## src/rtl/motor_portao_pkg.sv

```systemverilog
// Shared definitions for the gate motor plant and its neighbours.
// State encodings, command codes and the command decoder.
package motor_portao_pkg;

    typedef enum logic [2:0] {
        ST_PARADO   = 3'd0,
        ST_ABRINDO  = 3'd1,
        ST_FECHANDO = 3'd2,
        ST_PAUSA    = 3'd3
    } estado_t;

    typedef enum logic [1:0] {
        CMD_STOP     = 2'd0,
        CMD_OPEN     = 2'd1,
        CMD_CLOSE    = 2'd2,
        CMD_CONFLICT = 2'd3
    } cmd_t;

    // {fechar, abrir} maps directly onto the command codes
    function automatic cmd_t decode_cmd(input logic abrir, input logic fechar);
        return cmd_t'({fechar, abrir});
    endfunction

endpackage

```

## src/rtl/motor_portao_divisor_passo.sv

```systemverilog
// Position-step prescaler: one step pulse every DIV enabled cycles.
// Clear has priority and restarts the count from zero.
module motor_portao_divisor_passo #(
    parameter int DIV = 4
) (
    input  logic clock,
    input  logic reset,
    input  logic i_clr,
    input  logic i_en,
    output logic o_passo
);

    localparam int CW = (DIV > 1) ? $clog2(DIV) : 1;
    localparam logic [CW-1:0] W_TOP = CW'(DIV - 1);

    logic [CW-1:0] r_cnt;

    // Count enabled cycles, wrapping at DIV-1
    always_ff @(posedge clock) begin
        if (reset || i_clr) begin
            r_cnt <= '0;
        end else if (i_en) begin
            if (r_cnt == W_TOP) begin
                r_cnt <= '0;
            end else begin
                r_cnt <= r_cnt + CW'(1);
            end
        end
    end

    assign o_passo = i_en && (r_cnt == W_TOP);

endmodule

```

## src/rtl/motor_portao.sv

```systemverilog
// Behavioural gate motor plant: tracks gate position from motor commands,
// drives limit switches, enforces reversal dead-time and flags conflicts.
module motor_portao
    import motor_portao_pkg::*;
#(
    parameter int CURSO    = 16,
    parameter int DIV      = 4,
    parameter int PAUSA    = 3,
    parameter int POS_W    = 5,
    parameter int POS_INIT = 0
) (
    input  logic             clock,
    input  logic             reset,
    input  logic             abrir,
    input  logic             fechar,
    output logic             trilhoAberto,
    output logic             trilhoFechado,
    output logic [POS_W-1:0] posicao,
    output logic             movendo,
    output logic             erro,
    output logic [2:0]       estado_motor
);

    localparam int PW = (PAUSA > 1) ? $clog2(PAUSA) : 1;
    localparam logic [POS_W-1:0] W_CURSO = POS_W'(CURSO);
    localparam logic [POS_W-1:0] W_INIT  = POS_W'(POS_INIT);
    localparam logic [PW-1:0]    W_PLAST = PW'(PAUSA - 1);

    estado_t          r_estado;
    logic [POS_W-1:0] r_posicao;
    logic [PW-1:0]    r_pausa_cnt;
    logic             r_erro;

    cmd_t    w_cmd;
    logic    w_seguir;
    logic    w_passo;
    logic    w_no_fim;
    logic    w_no_inicio;
    estado_t w_de_parado;

    assign w_cmd       = decode_cmd(abrir, fechar);
    assign w_no_fim    = (r_posicao == W_CURSO);
    assign w_no_inicio = (r_posicao == '0);

    // Motion continues only while the matching command is held
    assign w_seguir = ((r_estado == ST_ABRINDO) && (w_cmd == CMD_OPEN))
                   || ((r_estado == ST_FECHANDO) && (w_cmd == CMD_CLOSE));

    motor_portao_divisor_passo #(
        .DIV (DIV)
    ) u_divisor (
        .clock   (clock),
        .reset   (reset),
        .i_clr   (~w_seguir),
        .i_en    (w_seguir),
        .o_passo (w_passo)
    );

    // Next state when leaving rest (also used at the end of the dead-time)
    always_comb begin
        w_de_parado = ST_PARADO;
        if ((w_cmd == CMD_OPEN) && !w_no_fim) begin
            w_de_parado = ST_ABRINDO;
        end else if ((w_cmd == CMD_CLOSE) && !w_no_inicio) begin
            w_de_parado = ST_FECHANDO;
        end
    end

    // State, position, dead-time counter and conflict flag
    always_ff @(posedge clock) begin
        if (reset) begin
            r_estado    <= ST_PARADO;
            r_posicao   <= W_INIT;
            r_pausa_cnt <= '0;
            r_erro      <= 1'b0;
        end else begin
            r_erro <= (w_cmd == CMD_CONFLICT);
            if (w_cmd == CMD_CONFLICT) begin
                r_estado    <= ST_PARADO;
                r_pausa_cnt <= '0;
            end else begin
                case (r_estado)
                    ST_PARADO: begin
                        r_estado <= w_de_parado;
                    end
                    ST_ABRINDO: begin
                        if (w_cmd == CMD_OPEN) begin
                            if (w_passo && !w_no_fim) begin
                                r_posicao <= r_posicao + POS_W'(1);
                                if (r_posicao == W_CURSO - POS_W'(1)) begin
                                    r_estado <= ST_PARADO;
                                end
                            end
                        end else if (w_cmd == CMD_CLOSE) begin
                            r_estado    <= ST_PAUSA;
                            r_pausa_cnt <= '0;
                        end else begin
                            r_estado <= ST_PARADO;
                        end
                    end
                    ST_FECHANDO: begin
                        if (w_cmd == CMD_CLOSE) begin
                            if (w_passo && !w_no_inicio) begin
                                r_posicao <= r_posicao - POS_W'(1);
                                if (r_posicao == POS_W'(1)) begin
                                    r_estado <= ST_PARADO;
                                end
                            end
                        end else if (w_cmd == CMD_OPEN) begin
                            r_estado    <= ST_PAUSA;
                            r_pausa_cnt <= '0;
                        end else begin
                            r_estado <= ST_PARADO;
                        end
                    end
                    ST_PAUSA: begin
                        if (r_pausa_cnt == W_PLAST) begin
                            r_pausa_cnt <= '0;
                            r_estado    <= w_de_parado;
                        end else begin
                            r_pausa_cnt <= r_pausa_cnt + PW'(1);
                        end
                    end
                    default: begin
                        r_estado    <= ST_PARADO;
                        r_pausa_cnt <= '0;
                    end
                endcase
            end
        end
    end

    assign trilhoAberto  = w_no_fim;
    assign trilhoFechado = w_no_inicio;
    assign posicao       = r_posicao;
    assign movendo       = (r_estado == ST_ABRINDO) || (r_estado == ST_FECHANDO);
    assign erro          = r_erro;
    assign estado_motor  = r_estado;

endmodule

```

## config.mk

```make
export PLATFORM = sky130hd
export DESIGN_NAME = motor_portao
export DESIGN_NICKNAME = d
export VERILOG_FILES = /design/src/rtl/motor_portao_pkg.sv /design/src/rtl/motor_portao_divisor_passo.sv /design/src/rtl/motor_portao.sv
export SDC_FILE = /design/constraint.sdc
export NUM_CORES = 1
export LEC_CHECK = 0
export BUFFER_PORTS_ARGS = -buffer_cell sky130_fd_sc_hd__buf_2
export CAP_MARGIN = 20
export CORE_MARGIN = 3
export CORE_UTILIZATION = 54
export CTS_CLUSTER_SIZE = 20
export DETAILED_ROUTE_END_ITERATION = 12
export GPL_TIMING_DRIVEN = 1
export PLACE_DENSITY = 0.79
export SYNTH_ARGS = -nofsm -noshare
export SYNTH_HDL_FRONTEND = slang
export SYNTH_HIERARCHICAL = 1
export SYNTH_SLANG_ARGS = --single-unit
```

## constraint.sdc

```tcl
create_clock -name clock -period 2.6 [get_ports clock]
set_input_delay 0.26 -clock clock [delete_from_list [all_inputs] [get_ports clock]]
set_output_delay 0.26 -clock clock [all_outputs]
set_load 0.005 [all_outputs]
```

[Yosys cells after proc, flatten, opt, wreduce, memory -nomap -nowiden]
Index checks and enable logic that the tools add are counted.
Widths: inputs -> output; s select.
Word-level totals
  flip-flop bits (word level): 13
  output and inout bits: 12
  logic and storage cells: 79
Operators by class
  add/subtract/negate cells: 4
  equality and inequality tests: 24
  mux-type cells: 24
  bitwise operators: 3
  reductions and logical operators: 19
Operators with widths (number)
  $mux 3: 7
  $mux 2: 10
  $mux 5: 4
  $ne 2x2->1 const B: 6
  $pmux 3 s4: 1
  $pmux 5 s2: 1
  $reduce_and 5->1: 2
  $eq 2x2->1 const B: 4
  $pmux 2 s4: 1
  $logic_and 1x1->1: 7
  $eq 3x2->1 const B: 2
  $ne 2x1->1 const B: 3
  $ne 3x2->1 const B: 2
  $ne 3x3->1 const B: 2
  $reduce_and 6->1: 1
  $add 5x1->5 const B: 1
  $eq 5x1->1 const B: 1
  $eq 5x4->1 const B: 1
  $eq 5x5->1 const B: 1
  $logic_not 5->1: 1
  $sub 5x1->5 const B: 1
  $add 2x1->2 const B: 2
  $eq 3x1->1 const B: 1
  $logic_not 3->1: 1
  other kinds (6): 11

[Depth between registers and ports, before layout]
Gate-level depths: netlist of run 1.
  word-level depth: 8
  mapped depth: 9

[Cells and area by module]
The synthesis of run 1 kept the hierarchy.
By module, submodules not included
  motor_portao: times used 1, cells an instance 101, area each 800.8 µm², seq. area each 200.2 µm²
  motor_portao_divisor_passo: times used 1, cells an instance 9, area each 101.3 µm², seq. area each 40.0 µm²

[Worst setup path after synthesis of run 1]
No wires, ideal clock.
  kind: flip-flop to flip-flop
  from: register r_estado[0] (netlist: estado_motor[0])
  to: register r_posicao[4] (netlist: posicao[4])
  arrival: 1886 ps
  required time: 2483 ps
  path slack: 596 ps
  cell stages (with the launch flop): 10
  buffers on the path: 0
  clock period less this slack: 2004 ps
  cells stage by stage: dfxtp_1 > inv_1 > ha_1 > and3b_1 > nand2b_1 > and2_1 > nand2_1 > o32ai_4 > nand2_1 > a32o_1
On the way
  word-level cells in the longest chain between the ends: 7
  elaborated cells between the ends (all ways): 15
  classes of those cells: eq/ne (6); mux (1); reduce/logical (8)
RTL lines
  start, declared: line motor_portao.sv:29  | estado_t r_estado;
  start signal, assigned: line motor_portao.sv:84  | r_estado <= w_de_parado;
  start signal, assigned: line motor_portao.sv:119  | r_estado <= w_de_parado;
  $eq 3x1->1 / $eq 3x2->1 (equally long branches): line motor_portao.sv:46, motor_portao.sv:47
  $logic_and 1x1->1 (on tied branches): line motor_portao.sv:46, motor_portao.sv:47
  $logic_or 1x1->1 (*): line motor_portao.sv:47  | || ((r_estado == ST_FECHANDO) && (w_cmd == CMD_CLOSE));
  via w_seguir: line motor_portao.sv:35  | logic w_seguir;
  $logic_and 1x1->1 (*): line motor_portao_divisor_passo.sv:31  | assign o_passo = i_en && (r_cnt == W_TOP);
  via w_passo: line motor_portao.sv:36  | logic w_passo;
  $logic_and 1x1->1 (on tied branches): line motor_portao.sv:103, motor_portao.sv:88
  $ne 2x2->1 (no source line) / $ne 2x1->1 (equally long branches)
  $reduce_and 6->1 (no source line) (*)
  end signal, assigned: line motor_portao.sv:89  | r_posicao <= r_posicao + POS_W'(1);
  end signal, assigned: line motor_portao.sv:104  | r_posicao <= r_posicao - POS_W'(1);
  end, declared: line motor_portao.sv:30  | logic [POS_W-1:0] r_posicao;
The timed path passes the listed nets; every way through them passes the cells marked *.
A chain may end at the register's enable or synchronous reset.

[Worst setup path in the final report of run 1]
Same ends and word-level chain as after synthesis.

==> results of run 1 <==
==> flip-flops by register name, indices dropped and copies added, names as in the netlist <==
name	count
estado_motor	2
posicao	5
erro	1
r_pausa_cnt	2
u_divisor/r_cnt	2
==> power by group through the flow <==
stage	clock [mW]	combinational, mW	sequential (mW)
4_1_cts	0.156	0.0446	0.188
2_1_floorplan	0	0.0302	0.192
3_5_place_dp	0	0.0443	0.192
3_3_place_gp	0	0.0427	0.192
5_1_grt	0.171	0.0502	0.188
6_report	0.155	0.0447	0.188
==> cell families (layout without fill, tap and decap cells) <==
logic type      after synthesis  after routing
simple gates                 48             48
compound gates               21             21
flops                        12             12
buf+inv                      12             28
fa+ha+maj                    10             10
mux                           4              4
xor+xnor                      2              2
other cells                   1              1
==> worst paths after layout <==
kind | startpoint | to | slack, ns | cells after the start
setup reg to reg | estado_motor[0] | posicao[4] | 0.30 | 9
setup / recovery | estado_motor[0] | posicao[4] | 0.30 | 9
hold reg to reg | r_pausa_cnt[0] | r_pausa_cnt[0] | 0.48 | 2
hold / removal | abrir | erro | 0.27 | 3
==> layout make-up <==
| class | count | area (um2) | area share (%) |
|---|---|---|---|
| Clock buffer | 4 | 36.3 | 3.55 |
| Inverter | 9 | 33.8 | 3.31 |
| Multi-Input combinational cell | 86 | 613 | 60.0 |
| Sequential cell | 12 | 240 | 23.5 |
| Tap cell | 16 | 20.0 | 1.96 |
| Timing Repair Buffer | 15 | 77.6 | 7.60 |
==> cells in the final DEF, fill, tap and decap left out, drive strengths merged <==
cell type  instances
nand2             15
nand4b             1
and2               2
dfxtp             12
inv                9
nand2b             4
nand3b             1
and3               1
a211oi             2
or4b               2
and3b              1
o21bai             1
mux2i              3
nand4bb            1
and2b              2
ha                10
nor2b              2
o32ai              1
buf               15
o31ai              2
nor2              12
a31o               2
a221oi             1
mux2               1
nand3              1
o21ai              1
clkbuf             4
conb               1
a31oi              2
nor3               2
a32o               1
or3b               1
xnor2              2
a21oi              8
==> cell usage after synthesis, drive strengths merged (2+ instances only) <==
master,n,share of area [%]
nand2,15,6.2
mux2i,3,3.3
o31ai,2,1.7
ha,10,14
nor2,12,5.0
dfxtp,12,27
and2,2,1.4
nor3,2,1.1
clkbuf,2,0.83
a31oi,2,1.4
nor2b,2,1.7
a211oi,2,2.2
nand2b,4,2.8
or4b,2,2.2
and2b,2,1.7
inv,9,3.7
a21oi,8,4.4
a31o,2,1.9
xnor2,2,1.9
==> metal layers <==
layer	GRT usage [%]	up-vias	share of wire, %
met1	26.2	365	49
met5	0	-	0
met2	33.1	11	48
met4	4.97	0	0.63
met3	3.45	2	2.9
li1	-	412	-
==> worst max-delay path: cells and delay by family (launching register included) <==
family	cells	cell delay, ns
flip-flops	1	0.36
AO/OA/AOI/OAI	2	0.66
buffers and inverters	1	0.11
AND/OR/NAND/NOR	5	0.87
adder cells (fa/ha/maj)	1	0.18
==> metrics by stage <==
stage | instance area, um2 | std cells | util, % | hold WS, ns
2_1_floorplan | 902 | 110 | - | 0.325
3_3_place_gp | 985 | 138 | 63.9 | 0.459
3_5_place_dp | 985 | 138 | 63.9 | 0.469
4_1_cts | 1020 | 142 | 66.2 | 0.265
5_1_grt | 1020 | 142 | 66.2 | 0.267
6_report | 1020 | 142 | 66.2 | 0.273
==> summary.txt, run 1 <==
Setup ws final = 0.297 ns
Starting Density = 58.5%
Pwr Total = 0.387 mW
Comb power frac = 11.5%
Peak supply drop = 0.257 mV
H-tree levels = 1
CTS Buf Count = 3
Hold Crit Class = input pin to register
Syn Inst Count = 110
Core Area = 1540 um2
Adder-cell share of the synthesized area = 13.9%
Num rows = 14
Pleak = 0.445 nW
Die Width = 46.9 um
Pwr/cell area = 379 nW/um2
Starting DRC count in detailed routing = 16
GRT overflow = 0
Hpwl dp = 1450 um
Switching Share = 25.4%
Avg Cell Area, Syn = 8.20 um2
Cell mode on critical path = nand2_1
Kind of critical path = register to register
Internal power = 0.289 mW
# fillers = 134
Cell Area, Synth = 902 um2
CP required = 2.77 ns
Vias per inst = 5.56
Sequential power share = 48.5%
Setup_tns = 0 ns
Simple-gate area share of the yosys netlist = 28.3%
GRT Resource Usage Total = 19.8%
Top_reg_cell synth = dfxtp_1
Critical path fanouts, max = 9
Vias in the first global route = 706
Post-CTS sizing = 0
Final ANT Viol Nets = 0
Syn_nets = 124
First-pass DRT Iterations = 4
Synthesized flop and latch total = 12
Outcome = finished, final reports clean
Max Root-Sink Buffers = 2
CP endpoint kind = register
Antenna cells = 0
Routed length per instance = 13.3 um
Initial antenna violation count = 0
IO Port Bufs = 14
Die ar. = 2200 um2
Yosys warnings = 6
Max-slew violation count = 0
Clock Skews = 0.00139 ns
Final setup viols = 0
CP arrival = 2.47 ns
Clock-pin slew on the worst setup and hold paths = 0.08 ns
Max incr delay on CP = 0.39 ns
Min cycle time layout = 2.30 ns
Number of synthesized flops with an enable pin = 0
Number of setup buffers added after CTS = 0
Slowest cell on crit path = o32ai_4
First-pass GRT wire length = 3130 um
Register area share after synthesis = 26.6%
Clk_lat worst skew = 0.27 ns
Drt drc = 0
Sink Count = 12
Gpl congestion = 0.804
CP Cell Sequence = inv_1 -> ha_1 -> and3b_1 -> nand2b_1 -> and2_1 -> nand2_1 -> o32ai_4 -> nand2_1 -> a32o_1
Crit share post-route = 88.6%
Hold Vio Cnt, Final = 0
Worst setup SP type = register
Post-synthesis xor/xnor area fraction = 1.94%
Psw = 0.0983 mW
Hold_buf cts = 0
Synth Area in Compound Gates = 18.9%
DP Worst Slack = 0.352 ns
Area delta synth->final = 13.2%
Routed WL = 1890 um
Die height = 46.9 um
Portion of netlist area occupied by mux cells = 4.58%
FFs w/ async S/R, synth = 0%
Clock power frac = 39.9%
Max frequency = 0.434 GHz
Via count = 790
Share of layout cells above drive strength 1 = 19.0%
CTS tree = yes
I/O pins = 16
Main combinational cell family by area after synthesis = simple AND/OR/NAND/NOR gates
Largest net degree at the start of global routing = 13
RSZ-0062 raised after global routing = no
Yosys cell types = 36
Final-stage net count = 141
MaxCap Viol Count = 0
Clock root buffer = clkbuf_4
(Power assumes the default switching activity.)
==> run 2: changes to the inputs <==
--- a/config.mk
+++ b/config.mk
@@ -7,12 +7,13 @@
 export LEC_CHECK = 0
 export BUFFER_PORTS_ARGS = -buffer_cell sky130_fd_sc_hd__buf_2
 export CAP_MARGIN = 20
+export CORE_ASPECT_RATIO = 0.75
 export CORE_MARGIN = 3
-export CORE_UTILIZATION = 54
+export CORE_UTILIZATION = 50
 export CTS_CLUSTER_SIZE = 20
 export DETAILED_ROUTE_END_ITERATION = 12
 export GPL_TIMING_DRIVEN = 1
-export PLACE_DENSITY = 0.79
+export PLACE_DENSITY = 0.75
 export SYNTH_ARGS = -nofsm -noshare
 export SYNTH_HDL_FRONTEND = slang
 export SYNTH_HIERARCHICAL = 1
==> run 2 against run 1 <==
Compared with the run above:
- global-route usage fell by 2.2 points
- clock-buffer cell count did not move
- worst setup slack improved by 0.075 ns
- fmax rose by 3.3%
- hold slack improved by 0.031 ns
- power fell by 1.9%
- clock skew fell by 0.00098 ns
- largest power group unchanged
- highest routed layer unchanged
==> summary.txt, run 2 (synthesis gave the netlist of run 1 again) <==
CP arrival = 2.40 ns
Clock-pin slew on the worst setup and hold paths = 0.07 ns
Max Root-Sink Buffers = 2
Sink Count = 12
Hpwl dp = 1460 um
Slowest cell on crit path = o32ai_4
Min cycle time layout = 2.23 ns
DP Area = 991 um2
Die height = 42.8 um
Hold_sp = abrir
Starting Density = 56.7%
Share of layout cells above drive strength 1 = 19.0%
Clk_lat worst skew = 0.27 ns
Die ar. = 2360 um2
GR Layer Usage met3 = 7.37%
Routed WL = 1850 um
Hold Vio Cnt, Final = 0
GRT overflow = 0
Clock Skews = 0.000407 ns
Final setup viols = 0
Antenna cells = 0
DP Worst Slack = 0.407 ns
CP Cell Sequence = inv_1 -> ha_1 -> and3b_1 -> nand2b_1 -> and2_1 -> nand2_1 -> o32ai_4 -> nand2_1 -> a32o_1
GR Util met2 = 23.3%
CP Depth = 9
First-pass DRT Iterations = 4
Vias in the first global route = 656
R2R Setup Slk = 0.37 ns
Largest register FFs = 5
Critical path fanouts, max = 9
Area delta synth->final = 13.9%
Hold_buf cts = 0
Drt drc = 0
Post-CTS sizing = 0
Clock root buffer = clkbuf_4
Pwr/cell area = 370 nW/um2
GR Layer Usage met1 = 26.2%
Crit share post-route = 85.7%
Max frequency = 0.449 GHz
Final-stage net count = 141
Starting DRC count in detailed routing = 9
CP endpoint kind = register
MaxCap Viol Count = 0
Num rows = 12
CTS tree = yes
CP bufs+invs = 1
Kind of critical path = register to register
FF-to-FF End = posicao[4]
Max-slew violation count = 0
Final instance area = 1030 um2
Pwr Total = 0.380 mW
Min-Delay Endpoint = erro
Via count = 777
First-pass GRT wire length = 3040 um
Number of setup buffers added after CTS = 0
Worst hold stages = 3
IO Port Bufs = 14
Most frequent cells in the layout = 15 x nand2_1, 14 x buf_2, 12 x nor2_1, 12 x dfxtp_1, 10 x ha_1
Critical register-to-register path startpoint = estado_motor[0]
Pleak = 0.445 nW
Vias per inst = 5.29
Max incr delay on CP = 0.39 ns
Die Width = 55.0 um
Largest net degree at the start of global routing = 13
CP required = 2.77 ns
Peak supply drop = 0.374 mV
Non-Filler Instances = 147
Initial antenna violation count = 0
Hold Crit Class = input pin to register
Most common cell after layout, fill and taps aside = nand2_1
R2R depth = 9
GR peak layer = met1
Worst setup SP type = register
H-tree levels = 1
RSZ-0062 raised after global routing = no
I/O pins = 16
Final ANT Viol Nets = 0
Gpl congestion = 0.823
Setup ws final = 0.371 ns
Outcome = finished, final reports clean
Cell mode on critical path = nand2_1
Core Area = 1590 um2
CTS Buf Count = 3
Cell family with the largest share of critical-path delay = simple AND/OR/NAND/NOR gates
Routed length per instance = 12.6 um
Placed insts = 143
GRT Resource Usage Total = 17.6%
Setup_tns = 0 ns
-- run 2: worst register-to-register path, cell delays in order, from the launching register on --
cell	delay (ns)
dfxtp_1	0.35
inv_1	0.10
ha_1	0.17
and3b_1	0.22
nand2b_1	0.21
and2_1	0.21
nand2_1	0.10
o32ai_4	0.39
nand2_1	0.09
a32o_1	0.27
-- run 2: stage by stage --
| stage | util (%) | hold WS [ns] |
|---|---|---|
| after CTS | 64.5 | 0.296 |
| after floorplan | - | 0.325 |
| after global placement | 62.3 | 0.455 |
| after global routing | 64.5 | 0.294 |
| final | 64.5 | 0.304 |
| after detailed placement | 62.3 | 0.462 |
-- run 2: final cells by class --
cell class	instances	area (um2)
Clock buffer	4	36.3
Multi-Input combinational cell	86	613
Inverter	9	33.8
Fill cell	136	564
Timing Repair Buffer	15	77.6
Tap cell	21	26.3
Sequential cell	12	240
-- run 2: worst max path at each step --
stage,from,endpoint,slack (ns)
5_1_grt,estado_motor[0],posicao[4],0.18
3_5_place_dp,estado_motor[0],posicao[4],0.41
4_1_cts,estado_motor[0],posicao[4],0.39
3_3_place_gp,estado_motor[0],posicao[4],0.48
2_1_floorplan,estado_motor[0],posicao[4],0.60
6_report,estado_motor[0],posicao[4],0.37
-- run 2: routing by layer --
layer	routed length [um]	part of all wire [%]
met5	0	0
met2	764	41
met3	89	4.8
met1	990	53
met4	8	0.43
-- run 2: report_power, final --
part	switching, mW	leakage [nW]	internal [mW]
Combinational	0.0267	0.327	0.0179
Clock	0.0624	0.0210	0.0852
Sequential	0.00199	0.0970	0.186
==> run 3: changes to the inputs <==
--- a/config.mk
+++ b/config.mk
@@ -5,6 +5,7 @@
 export SDC_FILE = /design/constraint.sdc
 export NUM_CORES = 1
 export LEC_CHECK = 0
+export ABC_AREA = 1
 export BUFFER_PORTS_ARGS = -buffer_cell sky130_fd_sc_hd__buf_2
 export CAP_MARGIN = 20
 export CORE_ASPECT_RATIO = 0.75
@@ -13,7 +14,7 @@
 export CTS_CLUSTER_SIZE = 20
 export DETAILED_ROUTE_END_ITERATION = 12
 export GPL_TIMING_DRIVEN = 1
-export PLACE_DENSITY = 0.75
+export PLACE_DENSITY = 0.74
 export SYNTH_ARGS = -nofsm -noshare
 export SYNTH_HDL_FRONTEND = slang
 export SYNTH_HIERARCHICAL = 1
==> run 3 against run 2 <==
Compared with the run above:
- synthesized area grew 11%
- flip-flop and latch count unchanged
- largest power group unchanged
- highest routed layer unchanged
- critical endpoint is now posicao[2]
- clock power fell by 24%
- combinational power is 130% higher
- global-route usage shrank 0.15 points
- worst setup slack better by 0.077 ns
- synthesized cell count is 45% higher
- power increased by 9.7%
- non-clock buffer count is 1 lower
- clock skew hardly changed
- design area up 7.3%
- first-iteration DRC count grew 140%
==> summary.txt, run 3 <==
CP arrival = 2.35 ns
Non-Filler Instances = 195
Worst setup SP type = register
Cell taking the most area after synthesis = dfxtp_1
Setup_tns = 0 ns
CP bufs+invs = 4
Final setup viols = 0
Placed insts = 192
Peak supply drop = 0.364 mV
CTS Buf Count = 3
Pwr/cell area = 378 nW/um2
Max Root-Sink Buffers = 2
Area delta synth->final = 9.99%
Comb power frac = 24.9%
Hold Crit Class = input pin to register
Number of setup buffers added after CTS = 0
First-pass DRT Iterations = 4
Vias per inst = 5.03
Max incr delay on CP = 0.35 ns
R2R Setup Slk = 0.45 ns
CTS tree = yes
Largest net degree at the start of global routing = 10
Num rows = 13
I/O pins = 16
Number of synthesized flops with an enable pin = 0
Drt drc = 0
Share of layout cells above drive strength 1 = 16.2%
Initial antenna violation count = 0
Yosys warnings = 6
Final Util = 61.1%
Clock Skews = 0.000262 ns
Starting Density = 55.5%
GRT Resource Usage Total = 17.4%
Most common cell after layout, fill and taps aside = nand2_1
Die Width = 57.7 um
H-tree levels = 1
Hold Vio Cnt, Final = 0
Psw = 0.132 mW
CP Cell Sequence = inv_1 -> ha_1 -> inv_1 -> nor2_1 -> inv_1 -> nand2_1 -> nand2_1 -> inv_1 -> nand2_1 -> a21oi_4 -> nand3_1 -> a21oi_1
CP endpoint kind = register
Die height = 44.8 um
Top_reg_cell synth = dfxtp_1
Internal power = 0.285 mW
Largest register FFs = 5
CP required = 2.80 ns
Avg Cell Area, Syn = 6.30 um2
Syn Inst Count = 159
Via count = 981
Syn_nets = 173
Routed length per instance = 10.5 um
Slowest cell on crit path = dfxtp_1
Hold_sp = reset
Most frequent cells in the layout = 40 x nand2_1, 26 x inv_1, 23 x nor2_1
Vias in the first global route = 764
Die ar. = 2580 um2
Cell mode on critical path = inv_1
Register area share after synthesis = 24.0%
Switching Share = 31.6%
Antenna cells = 0
IO Port Bufs = 14
Kind of critical path = register to register
Clk_lat worst skew = 0.27 ns
First-pass GRT wire length = 3370 um
Crit share post-route = 82.8%
Yosys cell types = 24
Final-stage net count = 189
GRT overflow = 0
Share of the synthesized area in the top cell type = 24.0%
MaxCap Viol Count = 0
Crit. Startpoint = estado_motor[0]
Critical path fanouts, max = 7
Synthesized flop and latch total = 12
Most common library cells after synthesis = 40 x nand2_1, 26 x inv_1, 23 x nor2_1
Gpl congestion = 0.875
Core Area = 1810 um2
Hold_buf cts = 0
Outcome = finished, final reports clean
Routed WL = 2040 um
Clock-pin slew on the worst setup and hold paths = 0.07 ns
FFs w/ async S/R, synth = 0%
Starting DRC count in detailed routing = 22
Final ANT Viol Nets = 0
RSZ-0062 raised after global routing = no
Cell family with the largest share of critical-path delay = simple AND/OR/NAND/NOR gates
Clock root buffer = clkbuf_4
Min cycle time layout = 2.15 ns
Max frequency = 0.465 GHz
Hpwl dp = 1680 um
Max-slew violation count = 0
Pleak = 0.562 nW
Sink Count = 12
Cell Area, Synth = 1000 um2
Post-CTS sizing = 0
Sequential power share = 48.1%
Critical register-to-register path startpoint = estado_motor[0]
Cell with the most instances after synthesis = nand2_1
Top cells by area, synth = dfxtp_1 24%, nand2_1 15%, ha_1 12%
Clock power frac = 27.0%
-- run 3: cell count changes after synthesis, sizes merged, moves of 3 or more --
cell	change
nor2	+14
o21ai	+4
nand2	+29
inv	+17
nand2b	-4
nand3	+14
mux2i	-3
-- run 3: per-layer routing --
| layer | part of all wire [%] | GRT usage [%] | vias to the layer above |
|---|---|---|---|
| met3 | 5.7 | 1.71 | 5 |
| met5 | 0 | 0 | - |
| met2 | 40 | 23.0 | 23 |
| met1 | 52 | 26.6 | 435 |
| li1 | - | - | 518 |
| met4 | 2.3 | 11.1 | 0 |
-- run 3: metrics by stage --
stage / power (mW) / setup WS [ns] / instance area, um2 / hold WS, ns
floorplan: 0.279 / 0.715 / 1000 / 0.329
global placement: 0.306 / 0.546 / 1080 / 0.469
detailed placement: 0.308 / 0.447 / 1080 / 0.481
CTS: 0.423 / 0.426 / 1100 / 0.206
global route: 0.447 / 0.187 / 1100 / 0.212
finish: 0.417 / 0.448 / 1100 / 0.211
-- run 3: cell type report --
cell class	instances	area, um2
fillers	178	703
flip-flops and latches	12	240
multi-input cells	117	639
repair buffers	14	70.1
well taps	22	27.5
inverters	27	103
clock buffers	3	22.5
-- run 3: cell families (layout without fill, tap and decap cells) --
| group | Yosys count | in the layout | share of synthesized area, % |
|---|---|---|---|
| other | 1 | 1 | 0.374 |
| AO/OA/AOI/OAI | 16 | 16 | 9.24 |
| buffers and inverters | 30 | 44 | 12.2 |
| flip-flops | 12 | 12 | 24.0 |
| XOR/XNOR | 3 | 3 | 2.62 |
| adder cells (fa/ha/maj) | 10 | 10 | 12.5 |
| AND/OR/NAND/NOR | 87 | 87 | 39.1 |
-- run 3: final timing paths --
kind / end / cells past startpoint
worst max-delay path: posicao[2] / 12
worst min-delay path: posicao[3] / 2
worst max register to register: posicao[2] / 12
worst min register to register: u_divisor/r_cnt[1] / 2
-- run 3: power by group through the flow --
stage / Combinational [mW] / Clock (mW) / Sequential (mW)
3_3_place_gp: 0.102 / 0 / 0.204
3_5_place_dp: 0.104 / 0 / 0.205
4_1_cts: 0.105 / 0.118 / 0.200
5_1_grt: 0.119 / 0.127 / 0.202
6_report: 0.104 / 0.113 / 0.200
2_1_floorplan: 0.0759 / 0 / 0.203
